[config.mk]
export PLATFORM = sky130hd
export DESIGN_NAME = booth_multiplier_seq
export DESIGN_NICKNAME = d
export VERILOG_FILES = /design/src/rtl/booth_pkg.sv /design/src/rtl/booth_step.sv /design/src/rtl/booth_multiplier_seq.sv
export SDC_FILE = /design/constraint.sdc
export NUM_CORES = 1
export LEC_CHECK = 0
export BUFFER_PORTS_ARGS = -buffer_cell sky130_fd_sc_hd__buf_4
export CAP_MARGIN = 30
export CORE_UTILIZATION = 60
export CTS_BUF_LIST = sky130_fd_sc_hd__clkbuf_4 sky130_fd_sc_hd__clkbuf_8
export DETAILED_ROUTE_END_ITERATION = 10
export PLACE_DENSITY_LB_ADDON = 0.05
export REMOVE_ABC_BUFFERS = 1
export SLEW_MARGIN = 10
export SYNTH_ARGS = -nofsm -noshare
export SYNTH_HDL_FRONTEND = slang
export SYNTH_SLANG_ARGS = --single-unit
[constraint.sdc]
create_clock -name clock -period 2.5 [get_ports clock]
set_input_delay 0.25 -clock clock [delete_from_list [all_inputs] [get_ports clock]]
set_output_delay 0.25 -clock clock [all_outputs]
set_load 0.02 [all_outputs]
[src/rtl/booth_pkg.sv]
// Shared encodings for the Booth multiplier family: FSM state codes,
// Booth recoding pairs and the step-counter width helper.
package booth_pkg;

  localparam logic [0:0] ENC_IDLE = 1'b0;
  localparam logic [0:0] ENC_RUN  = 1'b1;

  typedef enum logic [0:0] {
    ST_IDLE = ENC_IDLE,
    ST_RUN  = ENC_RUN
  } state_t;

  // {Q[0], q_m1} pairs that request an add or a subtract of M
  localparam logic [1:0] BOOTH_ADD = 2'b01;
  localparam logic [1:0] BOOTH_SUB = 2'b10;

  // The counter must hold 0..width+1 without wrapping
  function automatic int count_width(input int width);
    return $clog2(width + 2);
  endfunction

endpackage

[src/rtl/booth_step.sv]
// One radix-2 Booth iteration: recode {Q[0],q_m1}, add/sub M into A,
// then arithmetic right shift of the combined {A,Q,q_m1} register.
module booth_step
  import booth_pkg::*;
#(
  parameter int WIDTH = 8
) (
  input  logic [WIDTH+1:0] a,
  input  logic [WIDTH:0]   q,
  input  logic             q_m1,
  input  logic [WIDTH:0]   m,
  output logic [WIDTH+1:0] a_next,
  output logic [WIDTH:0]   q_next,
  output logic             q_m1_next
);

  logic [1:0]       pair;
  logic [WIDTH+1:0] m_sx;
  logic [WIDTH+1:0] sum;

  assign pair = {q[0], q_m1};
  // A carries one guard bit, so M is sign-extended by one more bit
  assign m_sx = {m[WIDTH], m};

  // Recoded add/subtract of the multiplicand into the accumulator
  always_comb begin
    sum = a;
    if (pair == BOOTH_ADD) begin
      sum = a + m_sx;
    end else if (pair == BOOTH_SUB) begin
      sum = a - m_sx;
    end
  end

  // Arithmetic shift right across {A,Q,q_m1}
  assign a_next    = {sum[WIDTH+1], sum[WIDTH+1:1]};
  assign q_next    = {sum[0], q[WIDTH:1]};
  assign q_m1_next = q[0];

endmodule

[src/rtl/booth_multiplier_seq.sv]
// Sequential radix-2 Booth multiplier with signed/unsigned mode and a
// start/busy/done handshake. One add/sub plus one shift per clock.
module booth_multiplier_seq
  import booth_pkg::*;
#(
  parameter int WIDTH = 8
) (
  input  logic                 clock,
  input  logic                 reset,
  input  logic                 start,
  input  logic                 signed_mode,
  input  logic [WIDTH-1:0]     multiplicand,
  input  logic [WIDTH-1:0]     multiplier,
  output logic [2*WIDTH-1:0]   product,
  output logic                 busy,
  output logic                 done
);

  localparam int CW = count_width(WIDTH);

  state_t             state_reg, state_next;
  logic [CW-1:0]      count_reg;
  logic [WIDTH+1:0]   a_reg, a_next;
  logic [WIDTH:0]     q_reg, q_next;
  logic [WIDTH:0]     m_reg;
  logic               qm1_reg, qm1_next;
  logic [2*WIDTH-1:0] product_reg;
  logic               done_reg;
  logic               accept, step, last;

  // Operands are widened by one bit so unsigned MSB=1 stays positive
  function automatic logic [WIDTH:0] extend(input logic [WIDTH-1:0] v, input logic s);
    return s ? {v[WIDTH-1], v} : {1'b0, v};
  endfunction

  booth_step #(.WIDTH(WIDTH)) u_step (
    .a         (a_reg),
    .q         (q_reg),
    .q_m1      (qm1_reg),
    .m         (m_reg),
    .a_next    (a_next),
    .q_next    (q_next),
    .q_m1_next (qm1_next)
  );

  // FSM state register
  always_ff @(posedge clock) begin
    if (reset) begin
      state_reg <= ST_IDLE;
    end else begin
      state_reg <= state_next;
    end
  end

  // Next-state logic and datapath control strobes
  always_comb begin
    state_next = state_reg;
    accept     = 1'b0;
    step       = 1'b0;
    last       = 1'b0;
    case (state_reg)
      ST_IDLE: begin
        if (start) begin
          accept     = 1'b1;
          state_next = ST_RUN;
        end
      end
      ST_RUN: begin
        step = 1'b1;
        // WIDTH+1 steps: counts 0..WIDTH, the last one completes
        if (count_reg == CW'(WIDTH)) begin
          last       = 1'b1;
          state_next = ST_IDLE;
        end
      end
      default: state_next = ST_IDLE;
    endcase
  end

  // Operand latch, iteration registers, result register and done pulse
  always_ff @(posedge clock) begin
    if (reset) begin
      count_reg   <= '0;
      a_reg       <= '0;
      q_reg       <= '0;
      m_reg       <= '0;
      qm1_reg     <= 1'b0;
      product_reg <= '0;
      done_reg    <= 1'b0;
    end else begin
      done_reg <= 1'b0;
      if (accept) begin
        m_reg     <= extend(multiplicand, signed_mode);
        q_reg     <= extend(multiplier, signed_mode);
        a_reg     <= '0;
        qm1_reg   <= 1'b0;
        count_reg <= '0;
      end else if (step) begin
        a_reg     <= a_next;
        q_reg     <= q_next;
        qm1_reg   <= qm1_next;
        count_reg <= count_reg + CW'(1);
        if (last) begin
          // Low 2*WIDTH bits of {A,Q}; exact for both modes
          product_reg <= {a_next[WIDTH-2:0], q_next};
          done_reg    <= 1'b1;
        end
      end
    end
  end

  assign product = product_reg;
  assign busy    = (state_reg == ST_RUN);
  assign done    = done_reg;

endmodule
; ---- After elaboration in Yosys (flattened, before gate mapping)
; Cells that the tools add are included.
[op_classes]
eq_ne = 3
n_bitwise = 3
n_addsub = 3
muxes = 14
reduce_logical = 4
[ops]
columns = operator, n
row1 = $mux W9, 4
row2 = $mux W10, 2
row3 = $add A9 B9 Y10, 1
row4 = $sub A9 B9 Y10, 1
row5 = $mux W1, 7
row6 = $add A4 B1 Y4 const B, 1
row7 = $eq A4 B4 Y1 const B, 1
row8 = $not A1 Y1, 3
row9 = $reduce_and A3 Y1, 1
row10 = $reduce_or A3 Y1, 1
row11 = $eq A2 B1 Y1 const B, 1
row12 = $eq A2 B2 Y1 const B, 1
row13 = $pmux W1 S2, 1
row14 = $reduce_bool A2 Y1, 1
row15 = $reduce_or A2 Y1, 1
[word_totals]
register_bits = 50
word_cells = 35
inputBits = 20
output_inout_bits = 18

; ---- Longest topological paths before layout
; Gate-level depths: netlist (run 1).
[depth]
ltp_word = 5
depth_mapped = 9
depth_no_buf = 8

; ---- Hierarchy
; A second synthesis (run 1) with hierarchy kept.
[hier_totals]
hier_cells = 379
area_unflattened_um2 = 3091.7
[modules_own_cells]
columns = module, area_each_um2, seq_area_each_um2, instances, cells_per_inst
row1 = booth_multiplier_seq, 1985.7, 1021.0, 1, 222
row2 = booth_step, 1106.1, 0.0, 1, 157

; ---- Worst setup path after synthesis (run 1)
; Ideal clock, no wire load.
[synth_timing]
kind = flip-flop to flip-flop
startpoint = register a_reg[0]
endpoint = register product_reg[14], in the netlist product[14]
path_buffers = 0
setup_time_ns = 0.134
path_stages_with_launch = 8
synth_period_minus_slack_ns = 1.928
path_slack_ns = 0.572
t_required_ns = 2.366
arrival_ns = 1.794
cell_sequence = dfxtp_1 ha_1 fa_1 nor2b_1 o21ai_0 mux2i_1 nor4b_2 a211oi_1
[synth_via]
elab_chain_cells = 3
elab_cells_between_ends = 4
cone_classes = 2 x add/sub / 2 x mux
[synth_rtl]
columns = item, line_no
row1 = "start, declared", booth_multiplier_seq.sv:23  ; logic [WIDTH+1:0] a_reg, a_next;
row2 = "start signal, assigned", booth_multiplier_seq.sv:99  ; a_reg <= a_next;
row3 = $sub A9 B9 Y10, booth_step.sv:31  ; sum = a - m_sx;
row4 = $mux W10, booth_step.sv:30  ; end else if (pair == BOOTH_SUB) begin
row5 = $mux W10 *, booth_step.sv:28  ; if (pair == BOOTH_ADD) begin
row6 = "end signal, assigned", booth_multiplier_seq.sv:105  ; product_reg <= {a_next[WIDTH-2:0], q_next};
row7 = "end, declared", booth_multiplier_seq.sv:27  ; logic [2*WIDTH-1:0] product_reg;
; Mark *: on every way between the ends. The rest lies on a longest branch, timed or not.
; A chain may end at the register's enable or synchronous reset.

; ---- Worst setup path in the final report (run 1)
; Ends and elaborated chain as after synthesis.

==> results.tsv, run 1 <==
metric	value	unit
run status	completed	
met2 WL	3500	um
area taken by multi-input logic gates	1920	um2
CTS tree	built	
DR top layer	met4	
Post-CTS Setup Inserts	0	
XOR/XNOR Fraction of Synth Area	1.11	%
post-route ant nets	0	
Crit Path Class	reg -> reg	
Die W	74.6	um
max cap viols	0	
drt drc	0	
met3 wire length	316	um
leading area contributor after synthesis	dfxtp_1	
final hold vios	0	
CP max FO	4	
CP required	2.69	ns
reg2reg setup slack	0.27	ns
area occupied by registers	1000	um2
share of layout cells above drive strength 1	15.8	%
number of flip-flops in the largest register	16	
clk_lat worst skew	0.31	ns
Slew headroom	64.1	%
htree depth	2	
worst hold slack	0.182	ns
CP endpoint	product[14]$_SDFFE_PP0P_	
grt total ovfl	0	
initial antenna violation count	0	
VDD IR-drop max	0.330	mV
final setup slack of the worst path	0.267	ns
nets	461	
cell count of the worst reg-to-reg path	7	
vias post-DR	2832	
mux cell area share after synthesis	5.06	%
die height	74.6	um
Pins Over Slew Limit	0	
post-DP HPWL	5560	um
largest family of logic cells by synthesized area	compound AO/OA/AOI/OAI gates	
post-synthesis register bit count	50	
FF-to-FF Start	a_reg[0]$_SDFFE_PP0P_	
Seq pwr share	49.1	%
CP startpoint	a_reg[0]$_SDFFE_PP0P_	
I/O pins	38	
most frequent cells after synthesis	dfxtp_1, nand2_1, nor2_1, a21oi_1, inv_1	
skew final	0.00867	ns
FMAX	448	MHz
Syn Inst Count	390	
RSZ-0062 raised after global routing	false	
Tmin final	2.23	ns
largest net degree at the start of global routing	46	
met1 WL	3650	um
Site Rows	26	
top cells by area, synth	dfxtp_1, ha_1, a21oi_1	
GRT Overall Usage	27.7	%
clk sinks	50	
Synth async-reset ratio	0	%
Yosys cell types	63	
worst min path class	in -> reg	
syn avg cell area	8.12	um2
hold depth	3	
switching part of the total power	30.9	%
vias per inst	5.80	
vias in the first global route	2427	
first-pass GRT wire length	11500	um
drt wl/cell	15.6	um
TritonCTS Buffers	5	
number of flops mapped to enable cells by yosys	0	
Antenna Cells	0	
Post-synth top flop	dfxtp_1	
clock root cell	clkbuf_8	
area share of the largest cell type after synthesis	31.6	%
setup violators final	0	
CP Capture Type	register	
clock share of power	30.1	%
Initial DRC Count	125	
YS warnings	0	
Post-Route WL	7610	um
full die area	5570	um2
final worst path period share	89.3	%
clk slew on worst S/H paths	0.10	ns
fill cell total of the finished layout	456	
Int Pwr	1.20	mW
final core occ	69.1	%
power density over the cells	492	nW/um2
Pleak	1.47	nW
Synth Area in Simple Gates	20.9	%
Initial Util	62.0	%
Gates resized, CTS repair	0	
logic gate share of total power	20.8	%
WP data arrival	2.42	ns
Core ar.	5110	um2
Switch Pwr	537	uW
Layout area overhead	11.5	%
type of origin of the critical path	register	
CTS max path bufs	2	
drt first pass iters	6	
sequential element share of the synthesized area	31.6	%
worst slack, placed	0.327	ns
Adder-Cell Fraction of Synth Area	9.96	%
# hold bufs at CTS	0	
gpl congestion	0.930	
complex-gate fraction of the synthesized area	23.3	%
Worst Tran Pin Value	0.538	ns
Post-Syn Area	3170	um2
Port Buffers	37	
reg2reg end	product[14]$_SDFFE_PP0P_	
-- through the flow --
stage               power, mW  cell area [um2]  cells  setup TNS, ns
global placement         1.22             3430    480              0
floorplan                1.11             3010    366          -3.05
detailed placement       1.23             3430    480              0
finish                   1.74             3530    488              0
global route             1.81             3530    488              0
CTS                      1.74             3530    488              0
-- cells by family after synthesis --
group | Yosys count
simple gates | 142
compound gates | 104
buf+inv | 50
flops | 50
fa+ha+maj | 24
mux | 16
xor+xnor | 4
-- layer usage --
layer / global-route usage, % / up-vias
li1: - / 1417
met1: 38.0 / 1325
met2: 44.2 / 77
met3: 4.95 / 13
met4: 8.60 / 0
met5: 0 / -
-- cell type report --
cell class | count | area share (%)
Sequential cell | 50 | 28.3
Tap cell | 70 | 2.48
Multi-Input combinational cell | 290 | 54.3
Timing Repair Buffer | 44 | 9.36
Clock buffer | 6 | 2.34
Clock inverter | 2 | 0.461
Inverter | 26 | 2.76
-- power by group through the flow --
stage / Combinational (mW) / Sequential, mW / Clock (mW)
floorplan: 0.237 / 0.872 / 0
global placement: 0.349 / 0.870 / 0
detailed placement: 0.356 / 0.872 / 0
CTS: 0.357 / 0.853 / 0.530
global route: 0.397 / 0.858 / 0.559
finish: 0.362 / 0.853 / 0.522
-- worst max-delay path: stages, from the launching register on --
cell and delay (ns):
dfxtp_1 0.35, ha_1 0.22, fa_1 0.41, nor2b_1 0.16
o21ai_0 0.39, mux2i_1 0.16, nor4b_2 0.33, a211oi_1 0.11
-- worst min-delay path by stage --
stage	startpoint	endpoint	slack, ns
after floorplan	reset	m_reg[0]$_SDFFE_PP0P_	0.32
after global placement	product[1]$_SDFFE_PP0P_	product[1]$_SDFFE_PP0P_	0.44
after global routing	multiplicand[5]	m_reg[5]$_SDFFE_PP0P_	0.18
after detailed placement	product[3]$_SDFFE_PP0P_	product[3]$_SDFFE_PP0P_	0.45
after CTS	multiplicand[6]	m_reg[6]$_SDFFE_PP0P_	0.17
final	multiplicand[6]	m_reg[6]$_SDFFE_PP0P_	0.18
-- cell usage in the layout, fill, tap and decap left out, types with 3 or more instances in the layout --
cell and instances:
o2111ai_1 4, dfxtp_1 50, nand3_1 5, o21bai_1 4, clkbuf_8 6, buf_4 44
ha_1 22, nor3_1 8, a21oi_1 39, mux2i_1 16, nand2b_1 4, a211oi_1 7
nor2b_1 12, nand2_1 50, xor2_1 3, o21ai_0 11, inv_1 25, or3_1 3
nor2_1 42, a21o_1 5
No activity file was read; power rests on OpenSTA's default activity.
==> inputs of run 2 (changes only) <==
Settings changed: SYNTH_HIERARCHICAL set to 1.
==> run 2 against run 1 <==
Against the previous run:
- clock skew is 0.00092 ns higher
- critical path depth increased by 4
- critical endpoint is now a_reg[7]$_SDFFE_PP0P_
- die area is 2.3% lower
- via count is 7.6% lower
- wire length is 11% lower
- worst setup slack lost 0.12 ns
==> results.tsv, run 2 <==
metric	value	unit	change
top cells by area, synth	dfxtp_1, ha_1, nand2_1		was dfxtp_1, ha_1, a21oi_1
sink of the worst hold path	m_reg[4]$_SDFFE_PP0P_		was m_reg[6]$_SDFFE_PP0P_
drt first pass iters	4		was 6
reg2reg setup slack	0.15	ns	was 0.27 ns
YS warnings	6		was 0
final hold vios	0		unchanged
number of flops mapped to enable cells by yosys	0		unchanged
Slew headroom	52.4	%	was 64.1%
worst min path class	in -> reg		unchanged
clock root cell	clkbuf_8		unchanged
Post-Route WL	6810	um	was 7610 um
max cap viols	0		unchanged
Synth async-reset ratio	0	%	unchanged
Post-synth top flop	dfxtp_1		unchanged
CP required	2.72	ns	was 2.69 ns
type of origin of the critical path	register		unchanged
most common cell after layout, fill and taps aside	nand2_1		
post-route ant nets	0		unchanged
vias post-DR	2617		was 2832
htree depth	2		unchanged
Antenna Cells	0		unchanged
Tmin final	2.35	ns	was 2.23 ns
run status	completed		unchanged
Initial DRC Count	252		was 125
drt wl/cell	14.6	um	was 15.6 um
clk_lat worst skew	0.30	ns	was 0.31 ns
CP Capture Type	register		unchanged
met3 wire length	347	um	was 316 um
initial antenna violation count	0		unchanged
Die W	73.8	um	was 74.6 um
vias in the first global route	2445		was 2427
skew final	0.00959	ns	was 0.00867 ns
vias per inst	5.62		was 5.80
WP data arrival	2.58	ns	was 2.42 ns
DR top layer	met4		unchanged
CP max FO	4		unchanged
Hold Path Origin	multiplicand[4]		was multiplicand[6]
most frequent cells in the layout	nand2_1, dfxtp_1, buf_4, a21oi_1, nor2_1		was nand2_1, dfxtp_1, buf_4, nor2_1, a21oi_1
Slowest cell on crit path	dfxtp_2		was fa_1
Layout area overhead	10.4	%	was 11.5%
reg2reg end	a_reg[7]$_SDFFE_PP0P_		was product[14]$_SDFFE_PP0P_
CTS max path bufs	2		unchanged
Crit path max-delay family	compound AO/OA/AOI/OAI gates		was adder cells
Initial Util	63.8	%	was 62.0%
Area after DPL	3310	um2	was 3430 um2
FMAX	425	MHz	was 448 MHz
met2 WL	3110	um	was 3500 um
TritonCTS Buffers	5		unchanged
first-pass GRT wire length	11400	um	was 11500 um
final worst path period share	94.1	%	was 89.3%
clk sinks	51		was 50
die height	73.8	um	was 74.6 um
full die area	5440	um2	was 5570 um2
Core ar.	4850	um2	was 5110 um2
Worst Tran Pin Value	0.713	ns	was 0.538 ns
post-route setup TNS	0	ns	unchanged
share of layout cells above drive strength 1	18.8	%	was 15.8%
leading area contributor after synthesis	dfxtp_1		unchanged
VDD IR-drop max	0.362	mV	was 0.330 mV
Tot Pwr	1.65	mW	was 1.74 mW
GRT Overall Usage	27.2	%	was 27.7%
clk slew on worst S/H paths	0.09	ns	was 0.10 ns
Syn Inst Count	379		was 390
top-count cell post-synth	nand2_1		
CTS tree	built		unchanged
Site Rows	25		was 26
power density over the cells	483	nW/um2	was 492 nW/um2
post-synthesis register bit count	51		was 50
Finished Cell Area	3410	um2	was 3530 um2
Worst path depth	11		was 7
worst path bufs/invs	1		was 0
Gates resized, CTS repair	0		unchanged
syn avg cell area	8.16	um2	was 8.12 um2
Yosys cell types	59		was 63
gpl congestion	0.882		was 0.930
nets	440		was 461
number of flip-flops in the largest register	16		unchanged
# hold bufs at CTS	0		unchanged
area share of the largest cell type after synthesis	33.0	%	was 31.6%
Pleak	1.45	nW	was 1.47 nW
hold depth	3		unchanged
setup violators final	0		unchanged
Port Buffers	37		unchanged
sequential element share of the synthesized area	33.0	%	was 31.6%
grt total ovfl	0		unchanged
FF-to-FF Start	a_reg[0]$_SDFFE_PP0P_		unchanged
CP startpoint	a_reg[0]$_SDFFE_PP0P_		unchanged
RSZ-0062 raised after global routing	false		unchanged
Critical Path, Cell by Cell	inv_1 > ha_1 > fa_2 > and2b_1 > o21ai_2 > a21boi_2 > a221oi_2 > a221o_1 > a21oi_1 > mux2i_1 > nor2_1		was ha_1 > fa_1 > nor2b_1 > o21ai_0 > mux2i_1 > nor4b_2 > a211oi_1
Crit Path Class	reg -> reg		unchanged
I/O pins	38		unchanged
met1 WL	3270	um	was 3650 um
Post-CTS Setup Inserts	0		unchanged
post-DP HPWL	4960	um	was 5560 um
Finished Layout Cells	466		was 488
drt drc	0		unchanged
CP peak stage delay	0.36	ns	was 0.41 ns
Post-Syn Area	3090	um2	was 3170 um2
Pins Over Slew Limit	0		unchanged
largest net degree at the start of global routing	38		was 46
cell count of the worst reg-to-reg path	11		was 7
dpl cells	458		was 480
most frequent cells after synthesis	nand2_1, dfxtp_1, a21oi_1, nor2_1, inv_1		was dfxtp_1, nand2_1, nor2_1, a21oi_1, inv_1
-- run 2: through the flow --
stage	worst slack [ns]	util (%)	hold WS [ns]
after global placement	0.222	68.2	0.443
final	0.147	70.4	0.191
after global routing	0.0231	70.4	0.195
after CTS	0.0805	70.1	0.185
after floorplan	0.287	-	0.312
after detailed placement	0.114	68.2	0.448
-- run 2: how the worst max path moves through the flow --
stage | endpoint | slack, ns
global route | a_reg[9]$_SDFFE_PP0P_ | 0.02
global placement | a_reg[7]$_SDFFE_PP0P_ | 0.22
detailed placement | a_reg[7]$_SDFFE_PP0P_ | 0.11
CTS | a_reg[7]$_SDFFE_PP0P_ | 0.08
finish | a_reg[7]$_SDFFE_PP0P_ | 0.15
floorplan | a_reg[7]$_SDFFE_PP0P_ | 0.29
-- run 2: final cells by class --
type / instances / area, um2
multi-input combinational: 275 / 1810
fill: 413 / 1440
sequential: 51 / 1020
timing repair buffer: 43 / 323
tap: 67 / 83.8
inverter: 22 / 82.6
clock buffer: 6 / 76.3
clock inverter: 2 / 16.3
-- run 2: kinds of logic after synthesis --
kind of cell             share of synthesized area (%)
AND/OR/NAND/NOR                                   19.7
AO/OA/AOI/OAI                                     21.0
buffers and inverters                             8.90
flip-flops                                        33.0
adder cells (fa/ha/maj)                           9.39
multiplexers                                      6.80
XOR/XNOR                                          1.13
-- run 2: per-layer routing --
layer  vias to the layer above  global-route usage, %
met5                         -                      0
met4                         0                   6.20
met3                         8                   5.08
met2                        75                   44.3
met1                      1214                   37.2
li1                       1320                      -
-- run 2: power breakdown --
group	total (mW)	switching (mW)	leakage (nW)	internal (mW)
clock	0.485	0.272	0.0452	0.212
sequential	0.867	0.0300	0.416	0.837
combinational	0.297	0.164	0.985	0.132
total	1.65	0.467	1.45	1.18
-- run 2: tightest hold or removal path: cells and delay by family --
kind                   cells  cell delay [ns]
AOI/OAI and AO/OA          1             0.05
buffers and inverters      1             0.11
and+or+nand+nor            1             0.04
==> inputs of run 3 (changes only) <==
Settings changed: CORE_ASPECT_RATIO set to 1.25, MAX_ROUTING_LAYER set to met4.
==> run 3 against run 2 <==
Against the previous run:
- clock power down 2%
- worst hold slack worse by 0.0094 ns
- sequential cell count unchanged
- worst setup slack better by 0.0056 ns
- via count down 1.5%
- highest routed layer unchanged
- power down 0.68%
- final cell count down 1.3%
- sequential share of layout area up 0.11 points
- combinational power about the same
- clock skew down 0.00052 ns
- first-iteration DRC count down 23%
- register-to-register slack about the same
==> results.tsv, run 3 (same netlist as run 2, synthesis figures left out) <==
metric	value	unit	change
die height	82.3	um	was 73.8 um
Pleak	1.45	nW	about the same
largest net degree at the start of global routing	37		was 38
Int Pwr	1.18	mW	about the same
Initial DRC Count	194		was 252
Tmin final	2.35	ns	about the same
max cap viols	0		unchanged
Antenna Cells	0		unchanged
power density over the cells	482	nW/um2	was 483 nW/um2
WP data arrival	2.58	ns	about the same
run status	completed		unchanged
CTS tree	built		unchanged
share of layout cells above drive strength 1	18.0	%	was 18.8%
most common cell after layout, fill and taps aside	nand2_1		unchanged
CTS max path bufs	2		unchanged
Post-CTS Setup Inserts	0		unchanged
final setup slack of the worst path	0.152	ns	was 0.147 ns
CP max FO	4		unchanged
nets	441		was 440
grt total ovfl	0		unchanged
type of origin of the critical path	register		unchanged
logic gate share of total power	18.0	%	about the same
CP required	2.73	ns	was 2.72 ns
clk sinks	51		unchanged
Layout area overhead	9.83	%	was 10.4%
Switch Pwr	461	uW	was 467 uW
number of flip-flops in the largest register	16		unchanged
GRT Overall Usage	26.1	%	was 27.2%
CP peak stage delay	0.41	ns	was 0.36 ns
post-route setup TNS	0	ns	unchanged
I/O pins	38		unchanged
initial antenna violation count	0		unchanged
final hold vios	0		unchanged
gpl congestion	0.930		was 0.882
Core ar.	4830	um2	was 4850 um2
vias in the first global route	2345		was 2445
Post-Route WL	6570	um	was 6810 um
Die W	66.2	um	was 73.8 um
Site Rows	28		was 25
full die area	5450	um2	was 5440 um2
Gates resized, CTS repair	0		unchanged
CP Capture Type	register		unchanged
TritonCTS Buffers	5		unchanged
Seq pwr share	53.0	%	was 52.6%
post-route ant nets	0		unchanged
setup violators final	0		unchanged
worst min path class	in -> reg		unchanged
vias per inst	5.61		was 5.62
drt drc	0		unchanged
FMAX	426	MHz	was 425 MHz
VDD IR-drop max	0.372	mV	was 0.362 mV
Slew headroom	51.9	%	was 52.4%
worst slack, placed	0.140	ns	was 0.114 ns
Port Buffers	37		unchanged
RSZ-0062 raised after global routing	false		unchanged
drt first pass iters	4		unchanged
final worst path period share	93.9	%	was 94.1%
post-DP HPWL	4860	um	was 4960 um
htree depth	2		unchanged
clock root cell	clkbuf_8		unchanged
Slowest cell on crit path	fa_1		was dfxtp_2
worst hold slack	0.181	ns	was 0.191 ns
# hold bufs at CTS	0		unchanged
Crit Path Class	reg -> reg		unchanged
vias post-DR	2579		was 2617
Initial Util	63.9	%	was 63.8%
most frequent cells in the layout	nand2_1, dfxtp_1, buf_4, a21oi_1, nor2_1		unchanged
drt wl/cell	14.3	um	was 14.6 um
Critical Path, Cell by Cell	inv_1 > ha_1 > fa_1 > and2b_1 > o21ai_2 > a21boi_2 > a221oi_2 > a221o_1 > a21oi_1 > mux2i_1 > nor2_1		was inv_1 > ha_1 > fa_2 > and2b_1 > o21ai_2 > a21boi_2 > a221oi_2 > a221o_1 > a21oi_1 > mux2i_1 > nor2_1
skew final	0.00907	ns	was 0.00959 ns
Worst Tran Pin Value	0.720	ns	was 0.713 ns
first-pass GRT wire length	10700	um	was 11400 um
clock share of power	29.1	%	was 29.4%
Pins Over Slew Limit	0		unchanged
clk slew on worst S/H paths	0.09	ns	about the same
clk_lat worst skew	0.31	ns	was 0.30 ns
switching part of the total power	28.1	%	was 28.3%
[run 3: cell count changes in the layout (fill, tap and decap cells not counted)]
cell,change
dfxtp_1,+1
o21ai_1,-1
o21ai_0,+1
dfxtp_2,-1
fa_2,-1
buf_4,+1
inv_6,-1
a21oi_2,-2
clkinv_2,+1
fa_1,+1
a21oi_1,+2
[run 3: path summary, 6_finish.rpt]
kind,start,endpoint,slack (ns),cells past startpoint
setup reg to reg,a_reg[0]$_SDFFE_PP0P_,a_reg[7]$_SDFFE_PP0P_,0.15,11
setup / recovery,a_reg[0]$_SDFFE_PP0P_,a_reg[7]$_SDFFE_PP0P_,0.15,11
hold / removal,multiplicand[4],m_reg[4]$_SDFFE_PP0P_,0.18,3
hold reg to reg,product[2]$_SDFFE_PP0P_,product[2]$_SDFFE_PP0P_,0.46,2
[run 3: cell type report]
| type | count | area, um2 |
|---|---|---|
| Multi-Input combinational cell | 275 | 1800 |
| Fill cell | 441 | 1440 |
| Sequential cell | 51 | 1020 |
| Timing Repair Buffer | 44 | 330 |
| Inverter | 22 | 82.6 |
| Clock buffer | 6 | 76.3 |
| Tap cell | 60 | 75.1 |
| Clock inverter | 2 | 12.5 |
[run 3: metrics by stage]
| stage | cells | cell area, um2 | util (%) | power, mW |
|---|---|---|---|---|
| 2_1_floorplan | 348 | 2900 | - | 1.08 |
| 3_3_place_gp | 452 | 3300 | 68.3 | 1.17 |
| 3_5_place_dp | 452 | 3300 | 68.3 | 1.18 |
| 4_1_cts | 460 | 3390 | 70.2 | 1.65 |
| 5_1_grt | 460 | 3400 | 70.2 | 1.71 |
| 6_report | 460 | 3400 | 70.2 | 1.64 |
[run 3: worst max-delay path, delay by kind of cell, from the launching register on]
family / cells / cell delay (ns)
compound gates: 5 / 0.85
fa+ha+maj: 2 / 0.63
buf+inv: 1 / 0.05
simple gates: 2 / 0.31
mux: 1 / 0.08
flops: 1 / 0.36
[run 3: routing by layer]
layer	vias to the layer above	part of all wire (%)	GRT usage, %
met3	8	3.5	3.30
met1	1196	47	32.2
met5	-	0	-
met4	0	1.4	9.36
li1	1322	-	-
met2	53	48	43.9
[run 3: power groups by stage]
stage / combinational [mW] / sequential [mW] / clock (mW)
finish: 0.294 / 0.867 / 0.476
global route: 0.325 / 0.871 / 0.509
CTS: 0.292 / 0.867 / 0.488
detailed placement: 0.291 / 0.885 / 0
global placement: 0.286 / 0.884 / 0
floorplan: 0.192 / 0.886 / 0
